--- config.mk ---
export PLATFORM = sky130hd
export DESIGN_NAME = decoder_onehot_seq_flat
export DESIGN_NICKNAME = d
export VERILOG_FILES = /design/src/rtl/decoder_onehot_seq_if.sv /design/src/rtl/decoder_onehot_seq.sv /design/src/flat_wrapper.sv
export SDC_FILE = /design/constraint.sdc
export NUM_CORES = 1
export LEC_CHECK = 0
export BUFFER_PORTS_ARGS = -buffer_cell sky130_fd_sc_hd__buf_2
export CORE_MARGIN = 2
export CORE_UTILIZATION = 53
export CTS_BUF_LIST = sky130_fd_sc_hd__clkbuf_8
export CTS_CLUSTER_DIAMETER = 150
export DETAILED_ROUTE_END_ITERATION = 8
export PLACE_DENSITY = 0.88
export SYNTH_ARGS = -nofsm -noshare
export SYNTH_HDL_FRONTEND = slang
export SYNTH_SLANG_ARGS = --single-unit
--- constraint.sdc ---
create_clock -name clk -period 2.7 [get_ports clk]
set_clock_uncertainty 0.15 [all_clocks]
set_input_delay 0.27 -clock clk [delete_from_list [all_inputs] [get_ports clk]]
set_output_delay 0.27 -clock clk [all_outputs]
set_load 0.005 [all_outputs]
--- src/rtl/decoder_onehot_seq_if.sv ---
// Select-load handshake between control logic and decoder_onehot_seq.
// Master offers a binary select; the decoder raises sel_ready only while in direct mode.
interface decoder_onehot_seq_if #(
  parameter int SEL_W = 3
);
  logic             sel_valid;
  logic [SEL_W-1:0] sel;
  logic             sel_ready;

  modport master (
    output sel_valid,
    output sel,
    input  sel_ready
  );

  modport slave (
    input  sel_valid,
    input  sel,
    output sel_ready
  );
endinterface

--- src/rtl/decoder_onehot_seq.sv ---
// Registered binary-to-one-hot decoder with direct load and self-stepping scan; outputs settle one cycle after the deciding edge.
// sel_ready is a decode of the state register: high only in DIRECT, so selects offered while idle or scanning are never taken.
module decoder_onehot_seq #(
  parameter int SEL_W   = 3,
  parameter int DWELL_W = 4
) (
  input  logic                   clk,
  input  logic                   rst_n,
  input  logic                   en,
  input  logic                   mode,
  decoder_onehot_seq_if.slave    sel_if,
  input  logic [DWELL_W-1:0]     dwell,
  output logic [(1<<SEL_W)-1:0]  dec_out,
  output logic [SEL_W-1:0]       cur_sel,
  output logic                   wrap
);
  localparam int N = 1 << SEL_W;

  typedef enum logic [1:0] {
    IDLE   = 2'd0,
    DIRECT = 2'd1,
    SCAN   = 2'd2
  } state_t;

  state_t             state, state_nxt;
  logic [SEL_W-1:0]   idx, idx_nxt;
  logic [DWELL_W-1:0] cnt, cnt_nxt;
  logic [N-1:0]       dec_nxt;
  logic               wrap_nxt;
  logic               sel_ready;
  logic               load;
  logic               step;

  always_ff @(posedge clk or negedge rst_n) begin
    if (!rst_n) begin
      state <= IDLE;
    end else begin
      state <= state_nxt;
    end
  end

  always_comb begin
    state_nxt = state;
    sel_ready = 1'b0;
    if (!en) begin
      state_nxt = IDLE;
    end else if (mode) begin
      state_nxt = SCAN;
    end else begin
      state_nxt = DIRECT;
    end
    sel_ready = (state == DIRECT);
  end

  assign sel_if.sel_ready = sel_ready;

  // Stepping needs a SCAN cycle that stays in SCAN; the edge that leaves scan
  // (to IDLE or DIRECT) freezes the index where it was shown.
  always_comb begin
    load     = sel_ready && sel_if.sel_valid;
    step     = (state == SCAN) && (state_nxt == SCAN) && (cnt == dwell);
    idx_nxt  = idx;
    cnt_nxt  = cnt;
    wrap_nxt = 1'b0;
    dec_nxt  = '0;

    if (load) begin
      idx_nxt = sel_if.sel;
    end else if (step) begin
      idx_nxt = idx + 1'b1;
    end

    unique case (state_nxt)
      DIRECT: cnt_nxt = '0;
      SCAN: begin
        if ((state != SCAN) || step) begin
          cnt_nxt = '0;
        end else begin
          cnt_nxt = cnt + 1'b1;
        end
      end
      default: cnt_nxt = cnt;
    endcase

    wrap_nxt = step && (&idx);

    if (state_nxt != IDLE) begin
      dec_nxt[idx_nxt] = 1'b1;
    end
  end

  always_ff @(posedge clk or negedge rst_n) begin
    if (!rst_n) begin
      idx     <= '0;
      cnt     <= '0;
      dec_out <= '0;
      wrap    <= 1'b0;
    end else begin
      idx     <= idx_nxt;
      cnt     <= cnt_nxt;
      dec_out <= dec_nxt;
      wrap    <= wrap_nxt;
    end
  end

  assign cur_sel = idx;

  // Outputs are dark or carry exactly one line, and that line is cur_sel.
  assert property (@(posedge clk) disable iff (!rst_n)
    (dec_out == '0) || ($onehot(dec_out) && dec_out[cur_sel]));

endmodule

--- src/flat_wrapper.sv ---
// flat-port wrapper written by rule: the top's interface ports become plain ports
module decoder_onehot_seq_flat 
#(
  parameter int SEL_W   = 3,
  parameter int DWELL_W = 4
)
  (clk, rst_n, en, mode, dwell, dec_out, cur_sel, wrap, sel_if_sel_valid, sel_if_sel, sel_if_sel_ready);
  decoder_onehot_seq_if #(.SEL_W(SEL_W)) sel_if_i ();
  input  logic clk;
  input  logic rst_n;
  input  logic en;
  input  logic mode;
  input  logic [DWELL_W-1:0] dwell;
  output logic [(1<<SEL_W)-1:0] dec_out;
  output logic [SEL_W-1:0] cur_sel;
  output logic wrap;
  input wire logic [$bits(sel_if_i.sel_valid)-1:0] sel_if_sel_valid;
  input wire logic [$bits(sel_if_i.sel)-1:0] sel_if_sel;
  output wire logic [$bits(sel_if_i.sel_ready)-1:0] sel_if_sel_ready;
  assign sel_if_i.sel_valid = sel_if_sel_valid;
  assign sel_if_i.sel = sel_if_sel;
  assign sel_if_sel_ready = sel_if_i.sel_ready;
  decoder_onehot_seq #(.SEL_W(SEL_W), .DWELL_W(DWELL_W)) u_core (.clk(clk), .rst_n(rst_n), .en(en), .mode(mode), .sel_if(sel_if_i), .dwell(dwell), .dec_out(dec_out), .cur_sel(cur_sel), .wrap(wrap));
endmodule
# Yosys cells after proc, flatten, opt, wreduce, memory -nomap -nowiden
# Index checks and enable logic that the tools add are counted.
[classes]
muxes = 9
div_mod_pow = 0
n_shift = 0
bitwise = 0
add_sub_neg = 2
n_reduce_logical = 9
multipliers = 0
order_cmp = 2
n_eq_ne = 6
[ops]
columns = ["cell", "count"]
rows = [
  ["$mux W8", 1],
  ["$pmux W4 S2", 1],
  ["$mux W3", 2],
  ["$logic_and A1 B1 Y1", 5],
  ["$add A4 B1 Y4 const B", 1],
  ["$eq A2 B1 Y1 const B", 2],
  ["$eq A2 B2 Y1 const B", 2],
  ["$eq A4 B4 Y1", 1],
  ["$lt A3 B4 Y1 const B", 1],
  ["$mux W2", 2],
  ["$mux W4", 1],
  ["$reduce_bool A2 Y1", 2],
  ["$add A3 B1 Y3 const B", 1],
  ["$demux W1 S3", 1],
  ["$ge A3 B1 Y1 const B", 1],
  ["$reduce_and A3 Y1", 1],
  ["$ne A2 B2 Y1 const B", 1],
  ["$logic_or A1 B1 Y1", 1],
  ["$mux W1", 1],
]
[word_totals]
romBits = 0
mem_count = 0
regBits = 18
latchBits = 0
ramBits = 0
word_cells = 33

# Longest topological paths before layout
[depth]
word_depth = 12
ltp_mapped = 6
depth_no_buf = 6

# Worst setup path before layout
# No wires, ideal clock.
[synth_timing]
kind = "reg2reg"
from = "reg u_core.idx[0] (netlist: u_core.cur_sel[0])"
to = "reg u_core.dec_out[2]"
synth_period_minus_slack_ns = 1.971
path_slack_ns = 0.729
n_path_buf = 0
path_stages_with_launch = 7
t_arrival_ns = 1.740
t_required_ns = 2.470
cell_sequence = "dfrtp_1 -> ha_1 -> ha_1 -> nor3b_1 -> mux2_4 -> or3_4 -> nor3_2"
[synth_via]
elab_chain_cells = 8
[synth_rtl]
columns = ["item", "line_no", "text"]
rows = [
  ["from (decl)", "decoder_onehot_seq.sv:26", "logic [SEL_W-1:0] idx, idx_nxt;"],
  ["from (signal assigned)", "decoder_onehot_seq.sv:99", "idx <= idx_nxt;"],
  ["$add A3 B1 Y3", "decoder_onehot_seq.sv:70", "idx_nxt = idx + 1'b1;"],
  ["$mux W3 (*)", "decoder_onehot_seq.sv:69", "end else if (step) begin"],
  ["$mux W3 (*)", "decoder_onehot_seq.sv:67", "if (load) begin"],
  ["$lt A3 B4 Y1 (not written as such) / $ge A3 B1 Y1 (equally long branches)", "decoder_onehot_seq.sv:88", "dec_nxt[idx_nxt] = 1'b1;"],
  ["$logic_and A1 B1 Y1 (not written as such)", "decoder_onehot_seq.sv:88", ""],
  ["$mux W1 (not written as such)", "decoder_onehot_seq.sv:88", ""],
  ["$demux W1 S3 (*)", "n/a", ""],
  ["$mux W8 (*)", "decoder_onehot_seq.sv:87", "if (state_nxt != IDLE) begin"],
  ["via u_core.dec_nxt[2]", "decoder_onehot_seq.sv:28", "logic [N-1:0] dec_nxt;"],
  ["to (signal assigned)", "decoder_onehot_seq.sv:101", "dec_out <= dec_nxt;"],
  ["to (decl)", "decoder_onehot_seq.sv:13", "output logic [(1<<SEL_W)-1:0] dec_out,"],
]
# The timed path passes the listed nets; every way through them passes the cells marked *.
# A chain may end at the register's enable or synchronous reset.

# Worst setup path in the final report
[layout_timing]
from = "reg u_core.cnt[2]"
to = "reg u_core.dec_out[6]"
[layout_via]
elab_chain_cells = 9
[layout_rtl]
columns = ["item", "line_no", "text"]
rows = [
  ["from (decl)", "decoder_onehot_seq.sv:27", "logic [DWELL_W-1:0] cnt, cnt_nxt;"],
  ["from (signal assigned)", "decoder_onehot_seq.sv:100", "cnt <= cnt_nxt;"],
  ["$eq A4 B4 Y1 (*)", "decoder_onehot_seq.sv:61", "step = (state == SCAN) && (state_nxt == SCAN) && (cnt == dwell);"],
  ["$logic_and A1 B1 Y1 (*)", "decoder_onehot_seq.sv:61", ""],
  ["$mux W3 (*)", "decoder_onehot_seq.sv:69", ""],
  ["$mux W3 (*)", "decoder_onehot_seq.sv:67", ""],
  ["via u_core.idx_nxt[0]", "decoder_onehot_seq.sv:26", ""],
  ["$lt A3 B4 Y1 (not written as such) / $ge A3 B1 Y1 (equally long branches)", "decoder_onehot_seq.sv:88", ""],
  ["$logic_and A1 B1 Y1 (not written as such)", "decoder_onehot_seq.sv:88", ""],
  ["$mux W1 (not written as such)", "decoder_onehot_seq.sv:88", ""],
  ["$demux W1 S3 (*)", "n/a", ""],
  ["$mux W8 (*)", "decoder_onehot_seq.sv:87", ""],
  ["via u_core.dec_nxt[6]", "decoder_onehot_seq.sv:28", ""],
]
# Marked as above.

==> qor.yml <==
status: "completed"
ctsHoldBuffers: 1
coreArea_um2: 1689
clkLatencyLatePin_ns: 0.25
multi_input_comb_area_um2: 446.7
syn_area_um2: 923.4
drt_first_pass_iters: 4
viasPerCell: 5.417
min_path_type: "in -> reg"
wl_per_cell_um: 14.02
post-dp-hpwl_um: 1404
drtIter0Drc: 15
grt_pass1_vias: 701
critPathRequiredTime_ns: 2.70
drive_gt1_share_pct: 36.52
post_cts_buffers: 0
synth_top_area_share_pct: 48.78
cts_root_buf: "clkbuf_8"
synthesis.instances: 86
p_total_mw: 0.5679
fill_cells: 125
ys_ff_latch: 18
pre_cts_slack_ns: 0.6017
rows: 15
min_period_ns: 2.149
syn_area_per_cell_um2: 10.74
min_from: "en"
leakage_nw: 0.5719
drc_errors: 0
holdPathStages: 3
antenna_found_initial: 0
fmax_mhz: 465.4
synth.distinct_cells: 31
grt_setup_unrepaired: "no"
slew_violations: 0
cts_htree_levels: 1
ff2ff_path_depth: 6
die_w_um: 45.74
period_share_pct: 79.58
grt_first_pass_wirelength_um: 2987
overflow: 0
slew_headroom_pct: 64.51
grt_max_degree: 19
cts_sinks: 18
numCtsBuffers: 3
end_kind: "register"
worst_pin_slew_ns: 0.5279
fin_nets: 132
cts_resized: 0
regArea_um2: 450.4
hold_slack_ns: 0.1225
portBuffers: 24
synth_fp_nets: 102
synth_warnings: 0
initial_core_util_pct: 54.67
worst_slack_ns: 0.5513
place_congestion: 0.9090
worst_setup_path_start_kind: "register"
critPathMaxFanout: 5
via_count: 715
synth_area_leaders: "dfrtp_1 49%, ha_1 5.4%, nor3_2 5.4%, nand2_1 3.7%, xor2_2 3.5%"
die_area_um2: 2092
r2r_start: "u_core.cnt[2]"
ios: 25
syn_to_final_growth_pct: 22.36
vdd_ir_drop_max_mv: 0.3075
ant_nets: 0
yosysTopAreaCell: "dfrtp_1"
setup_violations: 0
hold_viol_final: 0
min_delay_worst_endpoint: "u_core.state[1]"
finalWirelength_um: 1851
cts_tree: "done"
clk_pin_slew_ns: 0.07
seq_area_frac_synth_pct: 48.78
r2r_slack_ns: 0.55
drv_cap: 0
crit_type: "reg -> reg"
die_h_um: 45.74
timing.rr.end: "u_core.dec_out[6]"
setup_tns_ns: 0
insertedDiodeCount: 0
grt.total_usage_pct: 20.18
cts_max_path_buffers: 2
worst_ep_arrival_time_ns: 2.15
powerDensity_nw_per_um2: 502.6
worst max path at each step:
stage                            startpoint                 to  slack, ns  depth (start not counted)
after floorplan           u_core.cur_sel[0]  u_core.dec_out[2]       0.73                          6
after global placement    u_core.cur_sel[0]  u_core.dec_out[1]       0.67                          6
after detailed placement    u_core.state[0]  u_core.dec_out[3]       0.60                          5
after CTS                     u_core.cnt[2]  u_core.dec_out[6]       0.57                          6
after global routing        u_core.state[0]  u_core.dec_out[3]       0.45                          5
final                         u_core.cnt[2]  u_core.dec_out[6]       0.55                          6
cell type report:
cell class / instances / share of cell area, %
multi-input combinational: 61 / 39.53
sequential: 18 / 39.87
tap: 17 / 1.883
clock buffer: 4 / 4.873
inverter: 7 / 2.326
timing repair buffer: 25 / 11.52
per-stage QoR:
stage	utilization (%)	cells	cell area, um2
2_1_floorplan	-	86	923.4
3_3_place_gp	63.04	127	1065
3_5_place_dp	63.04	127	1065
4_1_cts	66.89	132	1130
5_1_grt	66.89	132	1130
6_report	66.89	132	1130
kinds of logic after synthesis:
kind of cell / count (synthesis) / synth area share [%]
AND/OR/NAND/NOR: 40 / 26.83
flip-flops: 18 / 48.78
AO/OA/AOI/OAI: 10 / 6.910
buffers and inverters: 7 / 2.846
XOR/XNOR: 4 / 5.420
adder cells (fa/ha/maj): 4 / 5.420
multiplexers: 3 / 3.794
registers in the layout, indices dropped and copies added (netlist names):
| signal | flops |
|---|---|
| u_core.state | 2 |
| u_core.cur_sel | 3 |
| u_core.dec_out | 8 |
| u_core.wrap | 1 |
| u_core.cnt | 4 |
cells in the mapped netlist:
| cell type | n |
|---|---|
| nor2b_1 | 1 |
| nand4b_1 | 1 |
| xor2_2 | 2 |
| nor3b_1 | 1 |
| xor2_1 | 2 |
| mux2_4 | 1 |
| and3b_1 | 1 |
| nand3b_1 | 1 |
| or3_4 | 1 |
| dfrtp_1 | 18 |
| nand2_1 | 9 |
| nor3_1 | 4 |
| nor4_2 | 1 |
| o211a_1 | 1 |
| nand2b_1 | 1 |
| nand3_1 | 4 |
| a2bb2oi_1 | 1 |
| and2_1 | 3 |
| inv_1 | 5 |
| nor3_2 | 5 |
| nor2_1 | 4 |
| mux2i_1 | 2 |
| and2_4 | 1 |
| o21ai_0 | 5 |
| or2_2 | 1 |
| inv_2 | 2 |
| ha_1 | 4 |
| o31ai_1 | 1 |
| a21oi_1 | 1 |
| o21bai_1 | 1 |
| and3_1 | 1 |
routing by layer:
layer,vias to the layer above,GRT usage (%),wire (um)
met2,25,34.08,911
met3,2,3.571,81
met5,-,0,0
li1,351,-,-
met1,337,26.02,838
met4,0,6.857,20
power by group:
part	switching, mW	internal (mW)	total [mW]
clock network	0.0862	0.129	0.216
registers	0.00475	0.276	0.281
logic	0.0400	0.0311	0.0712
worst max-delay path, stage by stage, from the launching register on:
cell	delay (ns)
dfrtp_1	0.42
xor2_1	0.19
nor4_2	0.54
mux2i_1	0.26
and2_4	0.20
inv_2	0.07
nor3_1	0.22
placed cells by master, fill, tap and decap left out, types with 2 or more instances in the layout:
| cell type | Yosys | routed |
|---|---|---|
| buf_2 | 0 | 24 |
| dfrtp_1 | 18 | 18 |
| nand2_1 | 9 | 9 |
| inv_1 | 5 | 5 |
| nor3_2 | 5 | 5 |
| o21ai_0 | 5 | 5 |
| nor2_1 | 4 | 4 |
| nand3_1 | 4 | 4 |
| nor3_1 | 4 | 4 |
| ha_1 | 4 | 4 |
| clkbuf_8 | 0 | 4 |
| and2_1 | 3 | 3 |
| xor2_1 | 2 | 2 |
| xor2_2 | 2 | 2 |
| mux2i_1 | 2 | 2 |
| inv_2 | 2 | 2 |
No activity file was read; power rests on OpenSTA's default activity.
